**src/rtl/irq_ctrl_if.sv**
```systemverilog
// irq_ctrl_if: source, mask, claim/complete and status signals between the interrupt aggregator and its environment.
interface irq_ctrl_if #(
  parameter int NUM_SRC = 4,
  parameter int IDW     = $clog2(NUM_SRC)
);
  logic [NUM_SRC-1:0] src_i;
  logic               en_we_i;
  logic [NUM_SRC-1:0] en_wdata_i;
  logic               irq_ack_i;
  logic               complete_i;
  logic [IDW-1:0]     complete_id_i;
  logic               meip_o;
  logic [IDW-1:0]     claim_id_o;
  logic               claim_valid_o;
  logic [NUM_SRC-1:0] pending_o;
  modport slave (
    input  src_i, en_we_i, en_wdata_i, irq_ack_i, complete_i, complete_id_i,
    output meip_o, claim_id_o, claim_valid_o, pending_o
  );
  modport master (
    output src_i, en_we_i, en_wdata_i, irq_ack_i, complete_i, complete_id_i,
    input  meip_o, claim_id_o, claim_valid_o, pending_o
  );
endinterface

```
**src/rtl/irq_ctrl.sv**
```systemverilog
// irq_ctrl: synchronises external interrupt sources, latches pending bits, picks the lowest-index
// enabled winner and runs a non-nested claim/complete handshake in front of the core's meip input.
module irq_ctrl #(
  parameter int                 NUM_SRC     = 4,
  parameter int                 IDW         = $clog2(NUM_SRC),
  parameter int                 SYNC_STAGES = 2,
  parameter logic [NUM_SRC-1:0] LEVEL_MASK  = '0,
  parameter logic [NUM_SRC-1:0] EN_RESET    = '1
) (
  input  logic       clk_i,
  input  logic       reset_i,
  irq_ctrl_if.slave  bus
);
  logic [SYNC_STAGES-1:0][NUM_SRC-1:0] sync_q, sync_d;
  logic [NUM_SRC-1:0] prev_q, pending_q, pending_d, in_service_q, in_service_d, en_q, en_d;
  logic [NUM_SRC-1:0] level, rise, eligible, claim_oh;
  logic [IDW-1:0]     claim_id_q, claim_id_d, winner;
  logic               in_svc, meip, claim, complete;
  assign level    = sync_q[SYNC_STAGES-1];
  assign rise     = level & ~prev_q;
  assign eligible = pending_q & en_q;
  assign in_svc   = |in_service_q;
  assign meip     = |eligible & ~in_svc;
  assign claim    = bus.irq_ack_i & meip;
  assign complete = bus.complete_i & in_svc & (bus.complete_id_i == claim_id_q);
  // Descending scan so the lowest set index is the last one written.
  always_comb begin
    winner = '0;
    for (int i = NUM_SRC - 1; i >= 0; i--)
      if (eligible[i]) winner = IDW'(i);
  end
  assign claim_oh = claim ? ({{(NUM_SRC-1){1'b0}}, 1'b1} << winner) : '0;
  // Edge sets beat a same-cycle claim; level sets are suppressed while claimed or in service.
  always_comb begin
    sync_d       = {sync_q[SYNC_STAGES-2:0], bus.src_i};
    pending_d    = (pending_q & ~claim_oh)
                 | (rise & ~LEVEL_MASK)
                 | (level & LEVEL_MASK & ~in_service_q & ~claim_oh);
    in_service_d = claim ? claim_oh : (complete ? '0 : in_service_q);
    claim_id_d   = claim ? winner : claim_id_q;
    en_d         = bus.en_we_i ? bus.en_wdata_i : en_q;
  end
  always_ff @(posedge clk_i or negedge reset_i) begin
    if (!reset_i) begin
      sync_q       <= '0;
      prev_q       <= '0;
      pending_q    <= '0;
      in_service_q <= '0;
      en_q         <= EN_RESET;
      claim_id_q   <= '0;
    end else begin
      sync_q       <= sync_d;
      prev_q       <= level;
      pending_q    <= pending_d;
      in_service_q <= in_service_d;
      en_q         <= en_d;
      claim_id_q   <= claim_id_d;
    end
  end
  assign bus.meip_o        = meip;
  assign bus.claim_id_o    = claim_id_q;
  assign bus.claim_valid_o = in_svc;
  assign bus.pending_o     = pending_q;
endmodule

```
**src/flat_wrapper.sv**
```systemverilog
// flat-port wrapper written by rule: the top's interface ports become plain ports
module irq_ctrl_flat 
#(
  parameter int                 NUM_SRC     = 4,
  parameter int                 IDW         = $clog2(NUM_SRC),
  parameter int                 SYNC_STAGES = 2,
  parameter logic [NUM_SRC-1:0] LEVEL_MASK  = '0,
  parameter logic [NUM_SRC-1:0] EN_RESET    = '1
)
  (clk_i, reset_i, bus_src_i, bus_en_we_i, bus_en_wdata_i, bus_irq_ack_i, bus_complete_i, bus_complete_id_i, bus_meip_o, bus_claim_id_o, bus_claim_valid_o, bus_pending_o);
  irq_ctrl_if #(.NUM_SRC(NUM_SRC), .IDW(IDW)) bus_i ();
  input  logic clk_i;
  input  logic reset_i;
  input wire logic [$bits(bus_i.src_i)-1:0] bus_src_i;
  input wire logic [$bits(bus_i.en_we_i)-1:0] bus_en_we_i;
  input wire logic [$bits(bus_i.en_wdata_i)-1:0] bus_en_wdata_i;
  input wire logic [$bits(bus_i.irq_ack_i)-1:0] bus_irq_ack_i;
  input wire logic [$bits(bus_i.complete_i)-1:0] bus_complete_i;
  input wire logic [$bits(bus_i.complete_id_i)-1:0] bus_complete_id_i;
  output wire logic [$bits(bus_i.meip_o)-1:0] bus_meip_o;
  output wire logic [$bits(bus_i.claim_id_o)-1:0] bus_claim_id_o;
  output wire logic [$bits(bus_i.claim_valid_o)-1:0] bus_claim_valid_o;
  output wire logic [$bits(bus_i.pending_o)-1:0] bus_pending_o;
  assign bus_i.src_i = bus_src_i;
  assign bus_i.en_we_i = bus_en_we_i;
  assign bus_i.en_wdata_i = bus_en_wdata_i;
  assign bus_i.irq_ack_i = bus_irq_ack_i;
  assign bus_i.complete_i = bus_complete_i;
  assign bus_i.complete_id_i = bus_complete_id_i;
  assign bus_meip_o = bus_i.meip_o;
  assign bus_claim_id_o = bus_i.claim_id_o;
  assign bus_claim_valid_o = bus_i.claim_valid_o;
  assign bus_pending_o = bus_i.pending_o;
  irq_ctrl #(.NUM_SRC(NUM_SRC), .IDW(IDW), .SYNC_STAGES(SYNC_STAGES), .LEVEL_MASK(LEVEL_MASK), .EN_RESET(EN_RESET)) u_core (.clk_i(clk_i), .reset_i(reset_i), .bus(bus_i));
endmodule
```
**config.mk**
```make
export PLATFORM = sky130hd
export DESIGN_NAME = irq_ctrl_flat
export DESIGN_NICKNAME = d
export VERILOG_FILES = /design/src/rtl/irq_ctrl_if.sv /design/src/rtl/irq_ctrl.sv /design/src/flat_wrapper.sv
export SDC_FILE = /design/constraint.sdc
export NUM_CORES = 1
export LEC_CHECK = 0
export BUFFER_PORTS_ARGS = -buffer_cell sky130_fd_sc_hd__buf_4
export CAP_MARGIN = 20
export CELL_PAD_IN_SITES_DETAIL_PLACEMENT = 0
export CELL_PAD_IN_SITES_GLOBAL_PLACEMENT = 1
export CORE_MARGIN = 2
export CORE_UTILIZATION = 25
export DETAILED_ROUTE_END_ITERATION = 8
export PLACE_DENSITY = 0.5
export SLEW_MARGIN = 20
export SYNTH_ARGS = -nofsm -noshare
export SYNTH_HDL_FRONTEND = slang
export SYNTH_SLANG_ARGS = --single-unit
```
**constraint.sdc**
```tcl
create_clock -name clk_i -period 1.9 [get_ports clk_i]
set_input_delay 0.19 -clock clk_i [delete_from_list [all_inputs] [get_ports clk_i]]
set_output_delay 0.19 -clock clk_i [all_outputs]
set_load 0.1 [all_outputs]
```
# After elaboration in Yosys (flattened, before gate mapping)
# Cells that the tools add are included.
# op_classes
n_shift,1
bitwise,11
div_mod_pow,0
mux,7
n_eq_ne,1
n_addsub,0
n_lt_le_gt_ge,0
n_mul,0
n_reduce_logical,3
# op_table
op,count
4-bit bitwise AND,3
4-bit two-way mux,3
2-bit two-way mux,4
4-bit inverter,2
4-bit OR reduction,2
1-bit bitwise AND,4
4-bit bitwise OR,1
"1-bit by 2-bit << shifter with 4-bit output, first input constant",1
2-bit == test,1
2-bit nonzero test,1
1-bit inverter,1
# totals
n_memories,0
romBits,0
latchBits,0
input_bits,15
ramBits,0
out_inout_bits,8
register_bits,26

# Logic depth before layout (Yosys ltp)
# Gate-level depths: netlist of the first run.
# logic_depth
word_depth,10
ltp_mapped,5
ltp_nobuf,5

# Worst setup path after synthesis of the first run
# Ideal clock, no wire load.
# synth_timing
path_kind,reg-to-output
startpoint,register u_core.pending_q[1] (netlist: u_core.bus.pending_o[1])
endpoint,output bus_meip_o
slack_ns,-0.938
arrival_time_ns,2.648
stages_incl_launch_ff,4
t_required_ns,1.710
n_path_buf,0
path_cell_list,dfrtp_1 > a22o_1 > nor2_1 > nor2_1
# synth_via
elab_chain_cells,3
# synth_rtl
element,line,source
"start, declared",irq_ctrl.sv:15,"logic [NUM_SRC-1:0] prev_q, pending_q, pending_d, in_service_q, in_service_d, en_q, en_d;"
"start signal, assigned",irq_ctrl.sv:54,pending_q <= pending_d;
4-bit bitwise AND,irq_ctrl.sv:21,assign eligible = pending_q & en_q;
4-bit OR reduction,irq_ctrl.sv:23,assign meip = |eligible & ~in_svc;
1-bit bitwise AND,irq_ctrl.sv:23,
"end, declared",flat_wrapper.sv:20,output wire logic [$bits(bus_i.meip_o)-1:0] bus_meip_o;
# No other way between the ends.

# Final worst setup path of the first run
# layout_timing
startpoint,register u_core.in_service_q[1]
endpoint,output bus_meip_o
# layout_via
elab_chain_cells,3
# layout_rtl
element,line,source
"start, declared",irq_ctrl.sv:15,
"start signal, assigned",irq_ctrl.sv:55,in_service_q <= in_service_d;
4-bit OR reduction,irq_ctrl.sv:22,assign in_svc = |in_service_q;
1-bit inverter,irq_ctrl.sv:23,
1-bit bitwise AND,irq_ctrl.sv:23,
# No other way between the ends.

==> run_results.csv, run 1 <==
group,metric,value,unit
outcome,status,"finished clean",
floorplanning,initial_utilization,26.36,%
clock_network,cts_buffers,3,
timing,drv_slew,0,
worst_setup_path,path_cells,"nor4_4 > inv_2 > nor2_4 > buf_4",
global_routing,grt_pass1_wl,3118,um
yosys,synth_xor_area_share,1.802,%
yosys,synth-seq-area-share,67.44,%
yosys,ys_seq_elements,26,
floorplanning,io-pin-count,23,
timing,fin_crit_sh,93.73,%
clock_network,clk_pin_slew,80,ps
worst_setup_path,crit_buf_inv,2,
yosys,synth.distinct_cells,24,
timing,hold_viol_final,0,
yosys,synth_nets,84,
drt,drt_wl_total,1778,um
global_routing,grt.total_usage,9.508,%
yosys,syn_area,972.2,um2
yosys,synth-compound-area-share,14.29,%
floorplanning,core_area,3689,um2
worst_setup_path,crit_slowest_cell,"dfrtp_1",
clock_network,cts_tree,"done",
timing,rsz0062_at_grt,"false",
timing,max-slew-margin-rel,78.88,%
drt,ant_nets,0,
clock_network,root_buffer,"clkbuf_8",
finish,design_area,1265,um2
worst_setup_path,crit_family,"simple AND/OR/NAND/NOR gates",
finish,seqCellArea,660.6,um2
worst_setup_path,cp.required,1710,ps
drt,vias,615,
yosys,synthMuxAreaShare,4.633,%
worst_setup_path,crit_type,"reg -> out",
global_routing,antenna_found_initial,0,
drt,drtPass1Iterations,4,
yosys,avgSynthCellArea,14.09,um2
finish,nets,112,
yosys,yosysWarnings,0,
clock_network,clock_sinks,26,
placed_design,dp_hpwl,1358,um
timing,max_freq,0.5615,GHz
yosys,synth_cells,69,
worst_setup_path,worst-path-max-fanout,4,
clock_network,cts.repair.resized,0,
yosys,yosys.area_share.simple,9.524,%
floorplanning,fp.dieW,66.36,um
clock_network,post-cts-setup-buffers,0,
timing,worst_slew_pin_slew,314.4,ps
floorplanning,dieHeight,66.36,um
placed_design,place_area,1210,um2
finish,layout_commonest_cell,"buf_4",
timing,clock_skew,3.311,ps
drt,wire_per_inst,12.35,um
worst_setup_path,worstSetupStartpointType,"flop",
hold_path,min_path_type,"in -> reg",
job,cap_violations,0,
worst_setup_path,crit_arrival,1590,ps
worst_setup_path,end_kind,"output port",
worst_setup_path,max_stage_delay,420,ps
finish,diodes,0,
drt,drc,0,
placed_design,portBuffers,22,
finish,multi_input_area,301.5,um2
drt,viasPerCell,4.271,
finish,n_fill_cell,394,
timing,fin_crit,1781,ps
global_routing,grt.overflow.total,0,
drt,drtIter0Drc,21,
global_routing,grt_pass1_vias,650,
global_routing,grt_max_degree,27,
finish,drive_above_1_share,43.75,%
finish,syn2layout_area_growth,30.12,%
worst_setup_path,rrSetupSlack,270,ps
floorplanning,num_rows,22,
clock_network,cts_max_level,1,
yosys,synth_top_family_by_area,"compound AO/OA/AOI/OAI gates",
placed_design,place.gp.congestion,0.6985,
floorplanning,die_area,4404,um2
timing,setup_tns,0,ps
clock_network,clk_latency,260,ps
yosys,synth_adder_area_share,0,%
clock_network,clk_path_buf_depth,2,
timing,setup_viol,0,
finish,most-common-layout-cells,"buf_4 (22), dfrtp_1 (18), a22o_1 (5), inv_1 (5)",
## repair_timing
action                                 CTS  global route
endpoints found under the hold margin   22             0
setup endpoints to repair                0             0
hold buffers                             1             0
## cell usage after synthesis, drive strengths merged
library cell  count  share of area (%)
a21bo             2                2.1
a21o              1               0.77
a21oi             2                1.0
a22o              5                4.5
a32o              1                1.0
a32oi             1               0.90
dfrtp            22                 57
dfstp             4                 11
inv               6                2.3
mux2              4                4.6
nand2             4                1.5
nand3             3                1.5
nand4             1               0.64
nor2              3                1.2
nor3              1                1.7
nor3b             1               0.77
nor4              1                2.2
o211ai            1                1.3
o21a              1               0.77
o21ai             2                1.0
o2bb2ai           1               0.90
xnor2             2                1.8
## cells by family (layout without fill, tap and decap cells)
kind of cell	count (synthesis)	after routing
DFF	26	26
AOI/OAI and AO/OA	17	17
muxes	4	4
xor gates and xnor gates	2	2
buffers and inverters	6	33
and+or+nand+nor	14	14
## routing by layer
layer	share of wire [%]	GRT usage (%)	vias to the layer above	routed length [um]
li1	-	-	302	-
met4	0.79	3.827	0	14
met2	44	13.50	14	783
met3	4.6	2.215	2	82
met1	51	13.78	297	898
met5	0	0	-	0
## per-stage QoR
stage / utilization (%) / hold slack, ps / setup slack [ps] / std cells
2_1_floorplan: - / -105.6 / 112.8 / 69
3_3_place_gp: 32.80 / 116.2 / 260.7 / 139
3_5_place_dp: 32.80 / 117.3 / 287.7 / 139
6_report: 34.29 / 27.53 / 119.2 / 144
4_1_cts: 34.29 / 17.86 / 90.56 / 144
5_1_grt: 34.29 / 8.445 / 10.16 / 144
## worst paths after layout
check                      cells after the start                      end                    from
hold reg to reg                                0          u_core.level[0]        u_core.sync_d[4]
min in group asynchronous                      2         u_core.sync_d[7]                 reset_i
setup reg to reg                               5  u_core.bus.pending_o[3]  u_core.in_service_q[1]
max in group asynchronous                      2           u_core.en_q[1]                 reset_i
hold / removal                                 1         u_core.sync_d[6]            bus_src_i[2]
setup / recovery                               4               bus_meip_o  u_core.in_service_q[1]
## registers in the layout, indices dropped and copies added, names as in the netlist
name	flops
u_core.bus.pending_o	4
u_core.en_q	4
u_core.in_service_q	4
u_core.level	4
u_core.prev_q	4
u_core.sync_d	4
u_core.bus.claim_id_o	2
## final cells by class
| cell class | instances | share of cell area, % |
|---|---|---|
| clock buffer | 4 | 3.561 |
| inverter | 6 | 1.780 |
| multi-input combinational | 37 | 23.84 |
| sequential | 26 | 52.23 |
| tap | 48 | 4.748 |
| timing repair buffer | 23 | 13.85 |
Power of run 1 is not shown: default switching activity piles up to over one toggle a cycle in this logic, so the estimate is an artifact.
==> run 2, diff against run 1 <==
--- a/config.mk
+++ b/config.mk
@@ -11,6 +11,7 @@
 export CELL_PAD_IN_SITES_GLOBAL_PLACEMENT = 1
 export CORE_MARGIN = 2
 export CORE_UTILIZATION = 25
+export CTS_BUF_LIST = sky130_fd_sc_hd__clkbuf_4
 export DETAILED_ROUTE_END_ITERATION = 8
 export PLACE_DENSITY = 0.5
 export SLEW_MARGIN = 20
==> run_results.csv, run 2 (synthesis gave the netlist of run 1 again) <==
group,metric,value,unit
outcome,status,"finished clean",
placed_design,pre_cts_ws,287.7,ps
global_routing,grt_pass1_vias,681,
finish,most-common-layout-cells,"buf_4 (22), dfrtp_1 (18), inv_1 (5), dlygate4sd3_1 (5)",
timing,setup_viol,0,
global_routing,grt_max_degree,27,
timing,clock_skew,9.610,ps
clock_network,cts_tree,"done",
timing,max-slew-margin-rel,78.55,%
global_routing,grt.overflow.total,0,
timing,rsz0062_at_grt,"false",
power,leakagePower,0.6037,nW
timing,setup_tns,0,ps
power,total_power,2.308,mW
finish,design_area,1303,um2
worst_setup_path,r2r-start,"u_core.in_service_q[2]",
finish,nets,117,
global_routing,grt.total_usage,9.652,%
finish,diodes,0,
power,ir_drop,0.5991,mV
placed_design,dp_hpwl,1358,um
clock_network,clk_latency,310,ps
job,cap_violations,0,
drt,vias,641,
worst_setup_path,cp-endpoint,"bus_meip_o",
worst_setup_path,crit_arrival,1530,ps
drt,drtIter0Drc,24,
hold_path,min_path_type,"in -> reg",
finish,final_cells,149,
floorplanning,die_area,4404,um2
timing,worst_slew_pin_slew,321.7,ps
placed_design,place_inst,139,
worst_setup_path,end_kind,"output port",
global_routing,antenna_found_initial,0,
worst_setup_path,reg2reg_to,"u_core.bus.pending_o[3]",
drt,drc,0,
worst_setup_path,crit_type,"reg -> out",
clock_network,cts_buffers,3,
timing,drv_slew,0,
finish,layout_commonest_cell,"buf_4",
worst_setup_path,cp-startpoint,"u_core.in_service_q[2]",
timing,hold_viol_final,0,
floorplanning,initial_utilization,26.36,%
worst_setup_path,cp.required,1710,ps
placed_design,place_area,1210,um2
timing,hold_ws,102.3,ps
finish,syn2layout_area_growth,33.98,%
finish,drive_above_1_share,44.55,%
clock_network,clock_sinks,26,
timing,max_freq,0.5802,GHz
drt,ant_nets,0,
clock_network,clk_pin_slew,140,ps
worst_setup_path,rrSetupSlack,340,ps
floorplanning,num_rows,22,
placed_design,place.gp.congestion,0.6985,
global_routing,grt_pass1_wl,3201,um
floorplanning,fp.dieW,66.36,um
power,power_density,1772,nW/um2
floorplanning,core_area,3689,um2
timing,fin_crit,1724,ps
drt,viasPerCell,4.302,
floorplanning,io-pin-count,23,
placed_design,portBuffers,22,
drt,drt_wl_total,1831,um
timing,setup_slack,176.4,ps
drt,wire_per_inst,12.29,um
finish,n_fill_cell,390,
drt,drtPass1Iterations,4,
worst_setup_path,worst-path-max-fanout,4,
floorplanning,dieHeight,66.36,um
timing,fin_crit_sh,90.72,%
worst_setup_path,rr_worst_depth,5,
clock_network,cts_max_level,1,
finish,final_util,35.31,%
clock_network,root_buffer,"clkbuf_4",
worst_setup_path,worstSetupStartpointType,"flop",
clock_network,clk_path_buf_depth,2,
## run 2: report_power, final
part	leakage (nW)	switching, mW	total (mW)	internal [mW]
logic	0.289	0.915	1.27	0.358
registers	0.296	0.117	0.790	0.673
clock network	0.0184	0.149	0.245	0.0961
## run 2: what timing repair did
item | in CTS | in global routing
hold endpoints to repair | 26 | 0
hold buffers | 5 | 0
endpoints found under the setup margin | 0 | 1
gates resized for setup | 0 | 2
buffers inserted | 0 | 1
## run 2: worst min path at each step
stage / end / cells past startpoint / from / slack (ps)
after global routing: u_core.en_q[2] / 2 / bus_en_wdata_i[2] / 70
after floorplan: u_core.bus.claim_id_o[0] / 0 / reset_i / -110
after CTS: u_core.en_q[2] / 2 / bus_en_wdata_i[2] / 80
after detailed placement: u_core.sync_d[7] / 1 / reset_i / 120
final: u_core.en_q[2] / 2 / bus_en_wdata_i[2] / 100
after global placement: u_core.sync_d[7] / 1 / reset_i / 120
## run 2: per-layer routing
layer	track usage [%]	share of wire [%]	up-vias	wire length [um]
li1	-	-	310	-
met5	0	0	-	0
met2	14.37	45	18	830
met4	3.061	0.87	0	16
met3	2.215	5.8	2	107
met1	13.78	48	311	877
## run 2: critical path, stage by stage (launching register included)
cell	delay (ps)
dfrtp_1	430
nor4_4	320
inv_2	120
nor2_4	120
buf_6	220
## run 2: final cells by class
cell class | instances | area [um2] | share of cell area, %
Sequential cell | 26 | 660.6 | 50.72
Multi-Input combinational cell | 37 | 302.8 | 23.25
Timing Repair Buffer | 28 | 226.5 | 17.39
Tap cell | 48 | 60.06 | 4.611
Clock buffer | 4 | 30.03 | 2.305
Inverter | 6 | 22.52 | 1.729
(Power assumes the default switching activity.)
==> run 3, diff against run 2 <==
--- a/config.mk
+++ b/config.mk
@@ -10,10 +10,10 @@
 export CELL_PAD_IN_SITES_DETAIL_PLACEMENT = 0
 export CELL_PAD_IN_SITES_GLOBAL_PLACEMENT = 1
 export CORE_MARGIN = 2
-export CORE_UTILIZATION = 25
+export CORE_UTILIZATION = 40
 export CTS_BUF_LIST = sky130_fd_sc_hd__clkbuf_4
 export DETAILED_ROUTE_END_ITERATION = 8
-export PLACE_DENSITY = 0.5
+export PLACE_DENSITY = 0.73
 export SLEW_MARGIN = 20
 export SYNTH_ARGS = -nofsm -noshare
 export SYNTH_HDL_FRONTEND = slang
==> run_results.csv, run 3 (synthesis gave the netlist of run 1 again) <==
group,metric,value,unit
clock_network,clk_latency,310,ps
global_routing,grt.overflow.total,0,
timing,hold_viol_final,0,
timing,max-slew-margin-rel,78.77,%
finish,layout_commonest_cell,"buf_4",
hold_path,min_path_type,"in -> reg",
finish,syn2layout_area_growth,30.50,%
worst_setup_path,end_kind,"output port",
finish,drive_above_1_share,43.00,%
placed_design,place_area,1185,um2
drt,viasPerCell,5.109,
floorplanning,num_rows,17,
timing,fin_crit_sh,93.64,%
placed_design,portBuffers,22,
drt,ant_nets,0,
timing,hold_ws,105.7,ps
drt,vias,654,
timing,setup_viol,0,
global_routing,antenna_found_initial,0,
floorplanning,io-pin-count,23,
clock_network,root_buffer,"clkbuf_4",
global_routing,grt_pass1_vias,676,
timing,worst_slew_pin_slew,318.4,ps
clock_network,clk_pin_slew,120,ps
timing,drv_slew,0,
clock_network,cts_max_level,1,
placed_design,place.gp.congestion,0.8261,
worst_setup_path,worst-path-max-fanout,5,
timing,rsz0062_at_grt,"false",
global_routing,grt_max_degree,27,
finish,diodes,0,
finish,most-common-layout-cells,"buf_4 (22), dfrtp_1 (18), a22o_1 (5), inv_1 (5), dlygate4sd3_1 (5)",
clock_network,cts_tree,"done",
worst_setup_path,crit_slowest_cell,"dfstp_2",
job,cap_violations,0,
global_routing,grt_pass1_wl,3091,um
worst_setup_path,crit_family,"flip-flops",
timing,clock_skew,1.619,ps
floorplanning,die_area,2841,um2
worst_setup_path,path_cells,"a22o_1 > nor2_1 > nor2_4 > buf_6",
drt,drc,0,
drt,wire_per_inst,13.62,um
floorplanning,fp.dieW,53.30,um
floorplanning,dieHeight,53.30,um
floorplanning,initial_utilization,43.12,%
finish,design_area,1269,um2
timing,fin_crit,1779,ps
worst_setup_path,r2r-start,"u_core.en_q[1]",
drt,drtPass1Iterations,4,
global_routing,grt.total_usage,15.63,%
worst_setup_path,crit_type,"reg -> out",
placed_design,dp_hpwl,1310,um
drt,drt_wl_total,1743,um
worst_setup_path,worstSetupStartpointType,"flop",
worst_setup_path,crit_buf_inv,1,
clock_network,clk_path_buf_depth,2,
worst_setup_path,cp-startpoint,"u_core.en_q[1]",
clock_network,cts_buffers,3,
finish,nets,117,
floorplanning,core_area,2255,um2
outcome,status,"finished clean",
worst_setup_path,max_stage_delay,590,ps
worst_setup_path,crit_arrival,1590,ps
worst_setup_path,cp.required,1710,ps
drt,drtIter0Drc,8,
timing,max_freq,0.5621,GHz
timing,setup_tns,0,ps
clock_network,clock_sinks,26,
hold_path,min_from,"bus_en_wdata_i[0]",
## run 3: cell types whose count changed in the layout (fill, tap and decap cells not counted), sizes merged
cell,before,now
clkbuf,4,3
## run 3: worst reg2reg max path: stages, from the launching register on
cell and delay, ps:
dfstp_2 590, a22o_1 270, o211ai_2 180, o21a_1 190, a32o_1 210
## run 3: layout make-up
| cell class | instances | area, um2 |
|---|---|---|
| fillers | 209 | 985.9 |
| flip-flops and latches | 26 | 660.6 |
| multi-input cells | 37 | 301.5 |
| repair buffers | 28 | 226.5 |
| well taps | 28 | 35.03 |
| clock buffers | 3 | 22.52 |
| inverters | 6 | 22.52 |
## run 3: through the flow
step | utilization (%) | instances | setup WS [ps]
CTS | 55.77 | 127 | 48.25
detailed placement | 52.55 | 119 | 320.6
finish | 56.27 | 128 | 120.9
global route | 56.27 | 128 | 32.17
floorplan | - | 69 | 112.8
global placement | 52.55 | 119 | 298.0
## run 3: worst paths after layout
path / cells after the start / to / slack, ps
max in group asynchronous: 2 / u_core.en_q[1] / 1300
max: 4 / bus_meip_o / 120
min: 2 / u_core.en_q[0] / 110
min reg2reg: 0 / u_core.level[0] / 360
max reg2reg: 4 / u_core.in_service_q[2] / 380
min in group asynchronous: 2 / u_core.sync_d[7] / 310
## run 3: what timing repair did
item / in CTS / in global routing
endpoints found under the setup margin: 0 / 1
gates resized for setup: 0 / 1
hold buffers: 5 / 0
endpoints found under the hold margin: 26 / 0
setup buffers: 0 / 1
## run 3: routing by layer
layer	share of wire [%]	vias up	global-route usage, %
met4	0.69	0	7.692
met3	6.9	2	3.955
met2	51	19	24.07
li1	-	308	-
met5	0	-	0
met1	42	325	20.29
Power of run 3 is left out for the same reason.
